`src/rtl/crc7_encode_if.sv`:
```
// Handshake bundle for the CRC-7 encoder: word-in channel and codeword-out channel.
// The master side drives words and consumes codewords; the encoder is the slave.
interface crc7_encode_if #(
    parameter int DATA_W = 16,
    parameter int CRC_W  = 7
);
    logic                     in_valid;
    logic                     in_ready;
    logic [DATA_W-1:0]        data_in;
    logic                     out_valid;
    logic                     out_ready;
    logic [DATA_W+CRC_W-1:0]  code_out;

    modport master (
        output in_valid, data_in, out_ready,
        input  in_ready, out_valid, code_out
    );

    modport slave (
        input  in_valid, data_in, out_ready,
        output in_ready, out_valid, code_out
    );
endinterface

```
`src/rtl/crc7_encode.sv`:
```
// Bit-serial CRC-7 encoder (G = x^7+x^3+1), MSB first, no init/reflect/xorout.
// Emits {message, crc} so every codeword divides evenly by G.
module crc7_encode #(
    parameter int                 DATA_W = 16,
    parameter int                 CRC_W  = 7,
    parameter logic [CRC_W-1:0]   POLY   = 7'b0001001
) (
    input  logic               clk,
    input  logic               reset,
    crc7_encode_if.slave       bus,
    output logic               o_busy
);
    localparam int CNT_W = $clog2(DATA_W);
    localparam logic [CNT_W-1:0] LAST_BIT = CNT_W'(DATA_W - 1);

    typedef enum logic [1:0] {
        IDLE  = 2'd0,
        SHIFT = 2'd1,
        DONE  = 2'd2
    } state_t;

    state_t                    r_state, w_state_next;
    logic [DATA_W-1:0]         r_msg, w_msg_next;
    logic [DATA_W-1:0]         r_shift, w_shift_next;
    logic [CRC_W-1:0]          r_crc, w_crc_next;
    logic [CNT_W-1:0]          r_cnt, w_cnt_next;
    logic [DATA_W+CRC_W-1:0]   r_code, w_code_next;

    logic                      w_fb;
    logic [CRC_W-1:0]          w_crc_step;

    // One LFSR step: shift left, fold the generator in where the feedback bit is set.
    assign w_fb = r_crc[CRC_W-1] ^ r_shift[DATA_W-1];

    genvar gi;
    generate
        for (gi = 0; gi < CRC_W; gi++) begin : g_crc
            if (gi == 0) begin : g_lsb
                assign w_crc_step[gi] = w_fb & POLY[gi];
            end else begin : g_upper
                assign w_crc_step[gi] = r_crc[gi-1] ^ (w_fb & POLY[gi]);
            end
        end
    endgenerate

    always_ff @(posedge clk) begin
        if (reset) begin
            r_state <= IDLE;
            r_msg   <= '0;
            r_shift <= '0;
            r_crc   <= '0;
            r_cnt   <= '0;
            r_code  <= '0;
        end else begin
            r_state <= w_state_next;
            r_msg   <= w_msg_next;
            r_shift <= w_shift_next;
            r_crc   <= w_crc_next;
            r_cnt   <= w_cnt_next;
            r_code  <= w_code_next;
        end
    end

    always_comb begin
        w_state_next = r_state;
        w_msg_next   = r_msg;
        w_shift_next = r_shift;
        w_crc_next   = r_crc;
        w_cnt_next   = r_cnt;
        w_code_next  = r_code;
        case (r_state)
            IDLE: begin
                if (bus.in_valid) begin
                    w_msg_next   = bus.data_in;
                    w_shift_next = bus.data_in;
                    w_crc_next   = '0;
                    w_cnt_next   = '0;
                    w_state_next = SHIFT;
                end
            end
            SHIFT: begin
                w_crc_next   = w_crc_step;
                w_shift_next = r_shift << 1;
                w_cnt_next   = r_cnt + 1'b1;
                // The final bit's remainder goes straight into the codeword.
                if (r_cnt == LAST_BIT) begin
                    w_code_next  = {r_msg, w_crc_step};
                    w_state_next = DONE;
                end
            end
            DONE: begin
                if (bus.out_ready) begin
                    w_state_next = IDLE;
                end
            end
            default: w_state_next = IDLE;
        endcase
    end

    assign bus.in_ready  = (r_state == IDLE);
    assign bus.out_valid = (r_state == DONE);
    assign bus.code_out  = r_code;
    assign o_busy        = (r_state != IDLE);
endmodule

```
`src/flat_wrapper.sv`:
```
// flat-port wrapper written by rule: the top's interface ports become plain ports
module crc7_encode_flat 
#(
    parameter int                 DATA_W = 16,
    parameter int                 CRC_W  = 7,
    parameter logic [CRC_W-1:0]   POLY   = 7'b0001001
)
  (clk, reset, o_busy, bus_in_valid, bus_data_in, bus_out_ready, bus_in_ready, bus_out_valid, bus_code_out);
  crc7_encode_if #(.DATA_W(DATA_W), .CRC_W(CRC_W)) bus_i ();
  input  logic clk;
  input  logic reset;
  output logic o_busy;
  input wire logic [$bits(bus_i.in_valid)-1:0] bus_in_valid;
  input wire logic [$bits(bus_i.data_in)-1:0] bus_data_in;
  input wire logic [$bits(bus_i.out_ready)-1:0] bus_out_ready;
  output wire logic [$bits(bus_i.in_ready)-1:0] bus_in_ready;
  output wire logic [$bits(bus_i.out_valid)-1:0] bus_out_valid;
  output wire logic [$bits(bus_i.code_out)-1:0] bus_code_out;
  assign bus_i.in_valid = bus_in_valid;
  assign bus_i.data_in = bus_data_in;
  assign bus_i.out_ready = bus_out_ready;
  assign bus_in_ready = bus_i.in_ready;
  assign bus_out_valid = bus_i.out_valid;
  assign bus_code_out = bus_i.code_out;
  crc7_encode #(.DATA_W(DATA_W), .CRC_W(CRC_W), .POLY(POLY)) u_core (.clk(clk), .reset(reset), .bus(bus_i), .o_busy(o_busy));
endmodule
```
`config.mk`:
```
export PLATFORM = sky130hd
export DESIGN_NAME = crc7_encode_flat
export DESIGN_NICKNAME = d
export VERILOG_FILES = /design/src/rtl/crc7_encode_if.sv /design/src/rtl/crc7_encode.sv /design/src/flat_wrapper.sv
export SDC_FILE = /design/constraint.sdc
export NUM_CORES = 1
export LEC_CHECK = 0
export BUFFER_PORTS_ARGS = -buffer_cell sky130_fd_sc_hd__buf_2
export CAP_MARGIN = 20
export CORE_MARGIN = 1
export CORE_UTILIZATION = 30
export CTS_CLUSTER_SIZE = 25
export DETAILED_ROUTE_END_ITERATION = 10
export GPL_TIMING_DRIVEN = 0
export PLACE_DENSITY = 0.55
export SYNTH_ARGS = -nofsm -noshare
export SYNTH_HDL_FRONTEND = slang
export SYNTH_SLANG_ARGS = --single-unit
```
`constraint.sdc`:
```
create_clock -name clk -period 1.4 [get_ports clk]
set_input_delay 0.28 -clock clk [delete_from_list [all_inputs] [get_ports clk]]
set_output_delay 0.28 -clock clk [all_outputs]
set_load 0.005 [all_outputs]
```
# Word-level counts from Yosys, hierarchy flattened
# Cells that the tools add are included.
[classes] n_reduce_logical=7 n_addsub=1 n_bitwise=2 muxes=10 eq_ne=6
[op_table] cell="one-hot mux 16 bit (2 select lines)" n=1
[op_table] cell="two-way mux 16 bit" n=1
[op_table] cell="one-hot mux 7 bit (2 select lines)" n=1
[op_table] cell="one-hot mux 4 bit (2 select lines)" n=1
[op_table] cell="two-way mux 7 bit" n=1
[op_table] cell="two-way mux 2 bit" n=3
[op_table] cell="one-hot mux 2 bit (3 select lines)" n=1
[op_table] cell="AND reduction 2 bit" n=3
[op_table] cell="adder 4 x 1 -> 4 bit, second input constant" n=1
[op_table] cell="equality test 4 bit, second input constant" n=1
[op_table] cell="two-way mux 4 bit" n=1
[op_table] cell="inequality test 2 bit, second input constant" n=2
[op_table] cell="nonzero test 2 bit" n=2
[op_table] cell="AND reduction 3 bit" n=1
[op_table] cell="equality test 2 x 1 -> 1 bit, second input constant" n=1
[op_table] cell="equality test 2 bit, second input constant" n=1
[op_table] cell="zero test 2 bit" n=1
[op_table] cell="inequality test 2 x 1 -> 1 bit, second input constant" n=1
[op_table] cell="bitwise XOR 1 bit" n=2
[totals] regBits=68 wordCells=32

# Longest topological paths before layout
[depth] depth_word=3 mapped_depth=6

# Worst setup path after synthesis
# Ideal clock, no wire load.
[synth_path] path_kind="register to register" start="register u_core.r_cnt[0]" end="register u_core.r_state[1]" setup_slack_ps=85 synth_period_minus_slack_ps=1315 required_ps=1272 arrival_time_ps=1187 path_stages_with_launch=7 path_cell_list="dfxtp_1 > ha_1 > and3_1 > clkbuf_1 > buf_2 > a22oi_1 > nor2_1"
[synth_between] elab_chain_cells=3
[synth_rtl] item="start, declared" line="crc7_encode.sv:26" source="logic [CNT_W-1:0] r_cnt, w_cnt_next;"
[synth_rtl] item="start signal, assigned" line="crc7_encode.sv:59" source="r_cnt <= w_cnt_next;"
[synth_rtl] item="equality test 4 bit" line="crc7_encode.sv:86" source="if (r_cnt == LAST_BIT) begin"
[synth_rtl] item="inequality test 2 x 1 -> 1 bit (no source line)"
[synth_rtl] item="AND reduction 3 bit (no source line)"
[synth_rtl] item="end signal, assigned" line="crc7_encode.sv:55" source="r_state <= w_state_next;"
[synth_rtl] item="end, declared" line="crc7_encode.sv:22" source="state_t r_state, w_state_next;"
# Every way passes these cells.
# A chain may end at the register's enable or synchronous reset.

# Final worst setup path
[layout_path] start="register u_core.r_state[1]" end="output port bus_in_ready"
[layout_between] elab_chain_cells=1
[layout_rtl] item="zero test 2 bit" line="crc7_encode.sv:100" source="assign bus.in_ready = (r_state == IDLE);"
[layout_rtl] item="end, declared" line="flat_wrapper.sv:16" source="output wire logic [$bits(bus_i.in_ready)-1:0] bus_in_ready;"
# Every way passes these cells.

==> impl_metrics.py <==
metrics = {
    "status": {
        "run_status": "completed",
    },
    "routing": {
        "first_pass_iters": 4,
        "post-route-drc-count": 0,
        "wl_um": 6792,
        "first_iter_violations": 80,
        "postRouteAntennaNets": 0,
        "wire_per_inst_um": 14.24,
        "drt-met1-wl_um": 3249,
        "vias": 2323,
        "vias_per_cell": 4.870,
        "met2_length_um": 3223,
        "top_layer": "met4",
        "dr_wl_met3_um": 210,
    },
    "timing": {
        "worst_pin_slew_ns": 0.5961,
        "fmax_mhz": 728.6,
        "fin_crit_ns": 1.372,
        "slew_violations": 0,
        "fin_worst_skew_ns": 0.007665,
        "fin_tns_setup_ns": 0,
        "fin_crit_sh_pct": 98.03,
        "setup_viol": 0,
        "finalHoldViolations": 0,
        "slew-limit-headroom_pct": 60.26,
    },
    "finish": {
        "final_cell_mix": "nand2_1 (71), dfxtp_1 (65), buf_2 (50)",
        "areaGrowthSynthToFinish_pct": 24.64,
        "final_cells": 477,
        "drive_gt1_share_pct": 25.00,
        "antennaDiodeCount": 0,
        "final_common_cell": "nand2_1",
        "layout.nets": 388,
    },
    "placed_design": {
        "hpwl_um": 4795,
        "place.gp.congestion": 0.7400,
        "numPortBuffers": 44,
        "dp_cells": 459,
    },
    "setup_path": {
        "crit_chain": "or2_4, inv_1, buf_2",
        "crit_type": "reg -> out",
        "crit_fanout": 7,
        "r2r_end": "u_core.r_cnt[3]",
        "critical_path.max_stage_delay_ns": 0.36,
        "start_kind": "flop",
        "crit_path_end_kind": "output port",
        "worstPathRequired_ns": 1.12,
        "reg2reg_depth": 5,
        "critPathSlowestCell": "dfxtp_4",
        "rr_startpoint": "u_core.r_state[1]",
        "crit_arrival_ns": 1.09,
        "rrSetupSlack_ns": 0.06,
        "setup.worst_path.start": "u_core.r_state[1]",
    },
    "hold_path": {
        "holdPathStages": 3,
        "hp-class": "in -> reg",
        "min_from": "bus_data_in[9]",
        "holdPathEnd": "u_core.r_msg[9]",
    },
    "grt": {
        "grt_pass1_wl_um": 10680,
        "grt_overflow": 0,
        "grt_pass1_vias": 2133,
        "grt_max_degree": 13,
        "antenna_found_initial": 0,
        "grt_usage_pct": 15.85,
    },
    "pwr": {
        "power_frac_clock_pct": 40.6,
        "power.switching_mw": 1.016,
        "pwr-share-seq_pct": 50.8,
        "cellLeakagePower_nw": 1.244,
        "powerDensity_mw_per_mm2": 1241,
        "p_int_mw": 2.998,
        "switching_share_pct": 25.31,
        "ir_drop_mv": 0.4242,
        "power_mw": 4.014,
        "power_frac_comb_pct": 8.6,
    },
    "synthesis": {
        "syn_nets": 331,
        "mappedNetlistArea_mm2": 0.002595,
        "syn_inst": 310,
        "ys_warn_count": 0,
        "synth.distinct_cells": 35,
        "synth_area_per_cell_um2": 8.371,
        "seq_area_frac_synth_pct": 52.46,
        "ys_seq_elements": 68,
    },
    "clock_network": {
        "cts_tree": "yes",
        "clock_sinks": 68,
        "cts_root_buf": "clkbuf_8",
        "clkTransAtPathRegs_ns": 0.07,
        "numCtsBuffers": 9,
        "clock_latency_ns": 0.34,
        "h-tree-depth": 3,
        "cts_buffer_depth": 2,
    },
    "run": {
        "drv_cap": 0,
    },
    "die": {
        "core_mm2": 0.008299,
        "pin_count": 46,
        "start_util_pct": 31.27,
        "die_width_um": 95.01,
        "die-area_mm2": 0.009026,
        "die_h_um": 95.01,
        "row_count": 33,
    },
}
## cell type report
cell class	count	area, um2
multi-input cells	213	1102
fillers	875	5065
plain buffers	26	180.2
repair buffers	47	242.7
clock buffers	10	137.6
inverters	2	7.507
flip-flops and latches	68	1370
clock inverters	6	62.56
well taps	105	131.4
## state kept, by name, indices dropped and copies added, names as in the netlist
signal	count
u_core.bus.code_out	23
u_core.r_cnt	4
u_core.r_state	2
u_core.r_crc	7
u_core.r_shift	16
u_core.r_msg	16
## critical path, delay by kind of cell (launching register included)
kind / cells / cell delay (ns)
DFF: 1 / 0.36
buffers and inverters: 2 / 0.15
and+or+nand+nor: 1 / 0.25
## routing by layer
metal	GRT usage (%)	vias up
met2	25.24	39
li1	-	1189
met3	3.382	11
met1	20.90	1084
met5	0	-
met4	6.061	0
## how the worst max path moves through the flow
stage                                         end  slack, ns
after floorplan                 u_core.r_state[1]       0.09
after global placement     u_core.bus.code_out[0]      -0.23
after detailed placement   u_core.bus.code_out[0]      -0.22
after CTS                            bus_in_ready      0.002
after global routing      u_core.bus.code_out[21]      -0.02
final                                bus_in_ready       0.03
## cells by family after synthesis
kind of cell,count (synthesis),share of synthesized area [%]
AO/OA/AOI/OAI,93,19.67
XOR/XNOR,2,0.6751
adder cells (fa/ha/maj),1,0.4821
buffers and inverters,29,6.268
flip-flops,68,52.46
multiplexers,1,0.3857
AND/OR/NAND/NOR,116,20.06
## power groups by stage
stage,logic (mW),registers (mW),clock network (mW)
floorplan,0.223,2.07,0
global placement,0.329,2.08,0
detailed placement,0.332,2.08,0
CTS,0.335,2.04,1.66
global route,0.383,2.04,1.75
finish,0.345,2.04,1.63
## stage by stage
stage          hold WS (ns)  setup WS, ns  cell area, um2  utilization (%)
3_3_place_gp         0.4468       -0.2315            2947            35.50
6_report             0.2009       0.02759            3234            38.97
5_1_grt              0.1888      -0.01659            3234            38.97
3_5_place_dp         0.4473       -0.2246            2947            35.50
2_1_floorplan        0.4366       0.08537            2595                -
4_1_cts              0.1839      0.001783            3182            38.34
## synthesized netlist by cell type
master    instances  share of area [%]
a211oi_1          1               0.29
a21oi_1          48                9.3
a21oi_2           1               0.34
a22oi_1           1               0.29
a31oi_1          15                3.6
and2b_1           2               0.58
and3_1            1               0.24
buf_2             9                1.7
buf_4             3               0.87
buf_6             4                1.7
clkbuf_1         10                1.4
clkbuf_2          1               0.19
dfxtp_1          68                 52
ha_1              1               0.48
inv_1             2               0.29
mux2i_1           1               0.39
nand2_1          71                 10
nand2b_1          1               0.24
nand3_1          30                5.8
nand4b_1          1               0.34
nor2_1            3               0.43
nor2b_1           1               0.24
nor3_1            2               0.39
nor3b_4           1               0.72
o211ai_1          1               0.29
o21a_1            1               0.29
o21ai_0          22                4.2
o21bai_2          1               0.43
o31ai_1           1               0.29
o41ai_1           1               0.34
or2_2             1               0.24
or3_1             1               0.24
or3b_1            1               0.34
xnor2_1           1               0.34
xor2_1            1               0.34
## repair_timing
| action | 4_1_cts | 5_1_grt |
|---|---|---|
| setup buffers | 0 | 3 |
| hold buffers | 0 | 0 |
| hold endpoints to repair | 0 | 0 |
| setup endpoints to repair | 28 | 37 |
| gates resized for setup | 16 | 8 |
| pin swaps | 0 | 2 |
Note: power is estimated with default switching activity, not from simulation.
